**config.mk**
```make
export PLATFORM = sky130hd
export DESIGN_NAME = div_unit_flat
export DESIGN_NICKNAME = d
export VERILOG_FILES = /design/src/rtl/div_pkg.sv /design/src/rtl/div_if.sv /design/src/rtl/div_step.sv /design/src/rtl/div_unit.sv /design/src/flat_wrapper.sv
export SDC_FILE = /design/constraint.sdc
export NUM_CORES = 1
export LEC_CHECK = 0
export CORE_AREA = 2 2 178 180
export DETAILED_ROUTE_END_ITERATION = 8
export DIE_AREA = 0 0 180 182
export SETUP_SLACK_MARGIN = 0.02
export SYNTH_ARGS = -nofsm -noshare
export SYNTH_HDL_FRONTEND = slang
export SYNTH_SLANG_ARGS = --single-unit
```
**constraint.sdc**
```tcl
create_clock -name Clk -period 11.7 [get_ports Clk]
set_input_delay 2.34 -clock Clk [delete_from_list [all_inputs] [get_ports Clk]]
set_output_delay 2.34 -clock Clk [all_outputs]
set_load 0.03 [all_outputs]
```
**src/rtl/div_pkg.sv**
```systemverilog
// Shared types and constants for the multi-cycle restoring divider.
package div_pkg;

    localparam int unsigned DIV_WIDTH = 32;

    typedef enum logic [1:0] {
        IDLE,
        RUN,
        FIX
    } div_state_t;

    function automatic int unsigned cntWidth(input int unsigned w);
        return $clog2(w) + 1;
    endfunction

    localparam int unsigned CNT_WIDTH = cntWidth(DIV_WIDTH);

endpackage

```
**src/rtl/div_if.sv**
```systemverilog
// Start/Done handshake and operand/result bus between the datapath control and div_unit.
// With DIV_UNSIGNED_EN defined, an Unsigned request qualifier is carried alongside Start.
interface div_if #(
    parameter int unsigned WIDTH = 32
);
    logic             Start;
    logic [WIDTH-1:0] A;
    logic [WIDTH-1:0] B;
    logic [WIDTH-1:0] Hi;
    logic [WIDTH-1:0] Lo;
    logic             Done;
    logic             DivZero;
    logic             Busy;
`ifdef DIV_UNSIGNED_EN
    logic             Unsigned;

    modport master (
        output Start, A, B, Unsigned,
        input  Hi, Lo, Done, DivZero, Busy
    );

    modport slave (
        input  Start, A, B, Unsigned,
        output Hi, Lo, Done, DivZero, Busy
    );
`else
    modport master (
        output Start, A, B,
        input  Hi, Lo, Done, DivZero, Busy
    );

    modport slave (
        input  Start, A, B,
        output Hi, Lo, Done, DivZero, Busy
    );
`endif
endinterface

```
**src/rtl/div_step.sv**
```systemverilog
// One combinational restoring-division iteration: shift in the next dividend bit,
// subtract the divisor when it fits, and report the resulting quotient bit.
module div_step #(
    parameter int unsigned WIDTH = 32
) (
    input  logic [WIDTH-1:0] remIn,
    input  logic             dvdMsb,
    input  logic [WIDTH-1:0] divisor,
    output logic [WIDTH-1:0] remOut,
    output logic             qBit
);

    // One extra bit so a full-width unsigned divisor cannot overflow the trial value.
    logic [WIDTH:0] trial;
    logic [WIDTH:0] diff;

    assign trial  = {remIn, dvdMsb};
    assign diff   = trial - {1'b0, divisor};
    assign qBit   = (trial >= {1'b0, divisor});
    assign remOut = qBit ? diff[WIDTH-1:0] : trial[WIDTH-1:0];

endmodule

```
**src/rtl/div_unit.sv**
```systemverilog
// Multi-cycle signed divider (one quotient bit per cycle) producing Lo = quotient, Hi = remainder.
// Optional feature macro: DIV_UNSIGNED_EN adds an Unsigned request qualifier (divu).
module div_unit
    import div_pkg::*;
#(
    parameter int unsigned WIDTH = DIV_WIDTH
) (
    input  logic Clk,
    input  logic Reset,
    div_if.slave bus
);

    localparam int unsigned CntW = (WIDTH == DIV_WIDTH) ? CNT_WIDTH : cntWidth(WIDTH);

    div_state_t       stateQ, stateD;
    logic [CntW-1:0]  cntQ, cntD;
    logic [WIDTH-1:0] remQ, remD;
    logic [WIDTH-1:0] dvdQ, dvdD;
    logic [WIDTH-1:0] quoQ, quoD;
    logic [WIDTH-1:0] dsrQ, dsrD;
    logic [WIDTH-1:0] hiQ, hiD;
    logic [WIDTH-1:0] loQ, loD;
    logic             sAQ, sAD;
    logic             sQQ, sQD;
    logic             doneQ, doneD;
    logic             zeroQ, zeroD;

    logic             isSigned;
    logic             negA, negB;
    logic [WIDTH-1:0] absA, absB;
    logic [WIDTH-1:0] stepRem;
    logic             stepBit;

`ifdef DIV_UNSIGNED_EN
    assign isSigned = ~bus.Unsigned;
`else
    assign isSigned = 1'b1;
`endif

    // The most negative value negates to itself, which read as unsigned is its magnitude.
    assign negA = isSigned & bus.A[WIDTH-1];
    assign negB = isSigned & bus.B[WIDTH-1];
    assign absA = negA ? -bus.A : bus.A;
    assign absB = negB ? -bus.B : bus.B;

    div_step #(
        .WIDTH (WIDTH)
    ) u_step (
        .remIn   (remQ),
        .dvdMsb  (dvdQ[WIDTH-1]),
        .divisor (dsrQ),
        .remOut  (stepRem),
        .qBit    (stepBit)
    );

    always_comb begin
        stateD = stateQ;
        cntD   = cntQ;
        remD   = remQ;
        dvdD   = dvdQ;
        quoD   = quoQ;
        dsrD   = dsrQ;
        sAD    = sAQ;
        sQD    = sQQ;
        hiD    = hiQ;
        loD    = loQ;
        doneD  = 1'b0;
        zeroD  = 1'b0;

        case (stateQ)
            IDLE: begin
                if (bus.Start) begin
                    if (bus.B == '0) begin
                        doneD = 1'b1;
                        zeroD = 1'b1;
                    end else begin
                        dvdD   = absA;
                        dsrD   = absB;
                        sAD    = negA;
                        sQD    = negA ^ negB;
                        remD   = '0;
                        quoD   = '0;
                        cntD   = CntW'(WIDTH);
                        stateD = RUN;
                    end
                end
            end
            RUN: begin
                remD = stepRem;
                dvdD = {dvdQ[WIDTH-2:0], 1'b0};
                quoD = {quoQ[WIDTH-2:0], stepBit};
                cntD = cntQ - CntW'(1);
                if (cntQ == CntW'(1)) begin
                    stateD = FIX;
                end
            end
            FIX: begin
                loD    = sQQ ? -quoQ : quoQ;
                hiD    = sAQ ? -remQ : remQ;
                doneD  = 1'b1;
                stateD = IDLE;
            end
            default: begin
                stateD = IDLE;
            end
        endcase
    end

    always_ff @(posedge Clk or posedge Reset) begin
        if (Reset) begin
            stateQ <= IDLE;
            cntQ   <= '0;
            remQ   <= '0;
            dvdQ   <= '0;
            quoQ   <= '0;
            dsrQ   <= '0;
            sAQ    <= 1'b0;
            sQQ    <= 1'b0;
            hiQ    <= '0;
            loQ    <= '0;
            doneQ  <= 1'b0;
            zeroQ  <= 1'b0;
        end else begin
            stateQ <= stateD;
            cntQ   <= cntD;
            remQ   <= remD;
            dvdQ   <= dvdD;
            quoQ   <= quoD;
            dsrQ   <= dsrD;
            sAQ    <= sAD;
            sQQ    <= sQD;
            hiQ    <= hiD;
            loQ    <= loD;
            doneQ  <= doneD;
            zeroQ  <= zeroD;
        end
    end

    assign bus.Hi      = hiQ;
    assign bus.Lo      = loQ;
    assign bus.Done    = doneQ;
    assign bus.DivZero = zeroQ;
    assign bus.Busy    = (stateQ != IDLE);

endmodule

```
**src/flat_wrapper.sv**
```systemverilog
// flat-port wrapper written by rule: the top's interface ports become plain ports
module div_unit_flat import div_pkg::*;
#(
    parameter int unsigned WIDTH = DIV_WIDTH
)
  (Clk, Reset, bus_Start, bus_A, bus_B, bus_Hi, bus_Lo, bus_Done, bus_DivZero, bus_Busy);
  div_if #(.WIDTH(WIDTH)) bus_i ();
  input  logic Clk;
  input  logic Reset;
  input wire logic [$bits(bus_i.Start)-1:0] bus_Start;
  input wire logic [$bits(bus_i.A)-1:0] bus_A;
  input wire logic [$bits(bus_i.B)-1:0] bus_B;
  output wire logic [$bits(bus_i.Hi)-1:0] bus_Hi;
  output wire logic [$bits(bus_i.Lo)-1:0] bus_Lo;
  output wire logic [$bits(bus_i.Done)-1:0] bus_Done;
  output wire logic [$bits(bus_i.DivZero)-1:0] bus_DivZero;
  output wire logic [$bits(bus_i.Busy)-1:0] bus_Busy;
  assign bus_i.Start = bus_Start;
  assign bus_i.A = bus_A;
  assign bus_i.B = bus_B;
  assign bus_Hi = bus_i.Hi;
  assign bus_Lo = bus_i.Lo;
  assign bus_Done = bus_i.Done;
  assign bus_DivZero = bus_i.DivZero;
  assign bus_Busy = bus_i.Busy;
  div_unit #(.WIDTH(WIDTH)) u_core (.Clk(Clk), .Reset(Reset), .bus(bus_i));
endmodule
```
==> results by group <==
Final layout
  – Final Non-Filler Cells: 1954
  – Commonest non-fill, non-tap cells in the layout: nand2_1, o21ai_0, dfrtp_1
  – Final net count: 1642
  – ANT cells: 0
  – Proportion of layout cells with a drive suffix above 1: 4.70%
  – Finished Cell Area: 14800 um2
  – Commonest non-fill, non-tap cell in the layout: nand2_1
  – Synthesis-to-finish area growth: 19.3%
  – Final core utilization: 47.8%
  – FF/Latch Area: 5100 um2
  – Multi-input combinational cell area: 6830 um2
  – # fillers: 3073

Job
  – Max-Cap Viols: 0

Yosys
  – Synth async-reset ratio: 100%
  – XOR/XNOR Fraction of Synth Area: 10.2%
  – Post-synthesis compound-gate area fraction: 22.3%
  – Syn Nets: 1555
  – Post-synth EDFFs: 0
  – Synth Cell Area: 12400 um2
  – Synth Flop Type: dfrtp_1
  – Syn_area_per_cell: 8.58 um2
  – Ys Warns: 0
  – Mux cell area share after synthesis: 0.966%
  – Netlist cell types: 63
  – Part of the Yosys area used for sequential elements: 41.1%
  – Yosys reg bits: 204
  – Simple logic cell fraction of the synthesized area: 17.2%
  – Adder-Cell Fraction of Synth Area: 3.99%
  – Synthesized netlist cell count: 1449
  – Main combinational cell family by area after synthesis: compound AO/OA/AOI/OAI gates

Hold path
  – Hold path start: u_core.cntQ[4]
  – Worst Hold End: u_core.cntQ[4]
  – Cells on Worst Hold Path: 1
  – Worst Hold Class: reg2reg

Floorplan
  – Die Ht: 182 um
  – I/O Pins: 134
  – Row count: 65
  – Full die area: 32800 um2
  – Starting Density: 40.1%
  – Die Span X: 180 um
  – Area of the core: 31000 um2

CTS
  – Clock sinks: 204
  – Resized Gates After CTS: 0
  – CTS Hold Buffers Added: 0
  – Clock tree root buffer cell: clkbuf_16
  – CTS tree: built
  – CTS Buf Count: 24
  – Post-CTS setup buffers: 0
  – Clock transition at path regs: 0.06 ns
  – Clk_lat worst skew: 0.50 ns
  – H-tree depth: 1
  – Max Buffers Root-to-Sink: 3

Worst setup path
  – Worst Setup Start Kind: primary input
  – RR Endpoint: u_core.remQ[30]
  – Crit. End Element: register
  – R2R setup slack: 7.89 ns
  – RR Startpoint: u_core.remQ[7]
  – Max FO, Critical Path: 49
  – Critical path class: in2reg
  – Depth of the most critical reg-to-reg path: 10
  – Crit path required time: 12.08 ns
  – CP arrival: 6.18 ns

STA
  – Final Hold Fails: 0
  – Clk_skew: 0.00810 ns
  – Final period utilization: 49.6%
  – Tmin final: 5.80 ns
  – Max-slew headroom: 12.3%
  – Max-slew violations: 0
  – Final setup viols: 0
  – Worst slew pin tran: 1.30 ns
  – Setup TNS: 0 ns
  – Final worst setup slack: 5.90 ns
  – RSZ-0062 raised after global routing: false
  – Max frequency: 172 MHz

Power
  – Leakage: 6.37 nW
  – Peak supply drop: 0.146 mV
  – Pwr per Cell Area: 287 nW/um2

Global routing
  – Grt ovf: 0
  – Global router's overall resource usage: 18.7%
  – Initial antenna violation count: 0
  – Vias in the first global route: 9783
  – Largest net degree at the start of global routing: 138
  – First-pass GRT wire length: 51500 um

Placement
  – Detailed placement HPWL: 22300 um
  – Cells after DPL: 1912
  – Pre-CTS setup slack: 5.40 ns
  – Port Buffers: 133
  – Instance area at placement: 14100 um2
  – Final RePlAce weighted congestion: 0.877

Routing
  – Number of DRC markers in iteration 0: 649
  – Wire length per cell: 15.9 um
  – Vias per cell: 5.37
  – Detailed-route via count: 10500
  – DRT Wirelength: 31000 um
  – DRT Pass-1 Iters: 6
  – # DRC: 0
  – Remaining antenna violation count: 0

Run status
  – Status: finished clean
==> routing by layer <==
| layer | GRT usage [%] | up-vias | wire [um] |
|---|---|---|---|
| met5 | 0 | - | 0 |
| met4 | 2.99 | 0 | 308 |
| met3 | 2.69 | 24 | 1510 |
| met2 | 28.2 | 223 | 13100 |
| met1 | 28.9 | 4944 | 16000 |
| li1 | - | 5300 | - |
==> synth_stat cells, drive strengths merged, types with 3 or more instances <==
cell type	instances	area, um2
dfrtp	204	5100
inv	54	203
o221ai	3	26.3
o31a	4	35.0
and2	6	37.5
or3	15	105
a32oi	3	26.3
o22ai	3	18.8
a21boi	4	30.0
nor2b	14	87.6
ha	38	475
clkbuf	64	241
mux2i	12	120
or4	22	180
nor3	17	85.1
a22o	3	26.3
o31ai	33	248
or2	9	56.3
nor4	9	62.6
o41ai	19	204
nand2	244	916
nor2	65	251
a221o	10	100
o21bai	3	22.5
xor2	112	981
a21o	19	143
o21ai	235	1180
buf	18	91.3
xnor2	33	289
a211oi	13	97.6
nand4	7	43.8
a31oi	8	50.1
nand3	25	125
a21oi	58	290
o211ai	4	30.0
a22oi	20	150
and3	8	50.1
nand2b	14	87.6
==> flip-flops by register name, summed over array words and instances (netlist names), 2 cells and up <==
signal	flops
u_core.dvdQ	32
u_core.remQ	32
u_core.cntQ	6
u_core.bus.Hi	32
u_core.stateQ	2
u_core.bus.Lo	32
u_core.quoQ	32
u_core.dsrQ	32
==> through the flow <==
| stage | power, W | hold slack, ns |
|---|---|---|
| floorplan | 0.00289 | 0.438 |
| global placement | 0.00350 | 0.454 |
| detailed placement | 0.00353 | 0.458 |
| CTS | 0.00428 | 0.466 |
| global route | 0.00464 | 0.499 |
| finish | 0.00426 | 0.469 |
==> cell type report <==
| type | count | area share, % |
|---|---|---|
| well taps | 402 | 3.39 |
| clock inverters | 6 | 0.397 |
| inverters | 54 | 1.42 |
| clock buffers | 36 | 4.84 |
| repair buffers | 143 | 9.49 |
| multi-input cells | 1109 | 46.0 |
| flip-flops and latches | 204 | 34.4 |
==> worst max-delay path: stages <==
cell and delay (ns):
clkdlybuf4s50_1 0.46, or4_1 0.56, or3_1 0.38, or3_1 0.42
or4_4 0.55, nor2b_4 0.15, buf_4 0.26, nor2_4 0.66
nor4_1 0.13, xnor2_1 0.18, nand2_1 0.06
==> power breakdown <==
| part | internal (W) | switching, W | total (W) |
|---|---|---|---|
| logic | 0.000929 | 0.00133 | 0.00226 |
| clock network | 0.000443 | 0.000285 | 0.000727 |
| registers | 0.000972 | 0.000307 | 0.00128 |
| total | 0.00234 | 0.00192 | 0.00426 |
==> how the worst max path moves through the flow <==
stage / from / endpoint / slack [ns] / cells past startpoint
floorplan: Reset / u_core.bus.DivZero / 3.79 / 1
global placement: bus_B[4] / u_core.cntQ[5] / 5.43 / 11
detailed placement: bus_B[4] / u_core.cntQ[5] / 5.40 / 11
CTS: bus_B[4] / u_core.cntQ[5] / 5.91 / 11
global route: bus_B[4] / u_core.cntQ[5] / 5.68 / 11
finish: bus_B[4] / u_core.cntQ[5] / 5.90 / 11
==> cell families after synthesis <==
logic type                 Yosys count
AOI/OAI and AO/OA                  452
xor gates and xnor gates           145
adders and majority gates           39
buffers and inverters              136
DFF                                204
muxes                               12
and+or+nand+nor                    461
Power figures use the tool's default switching activity.
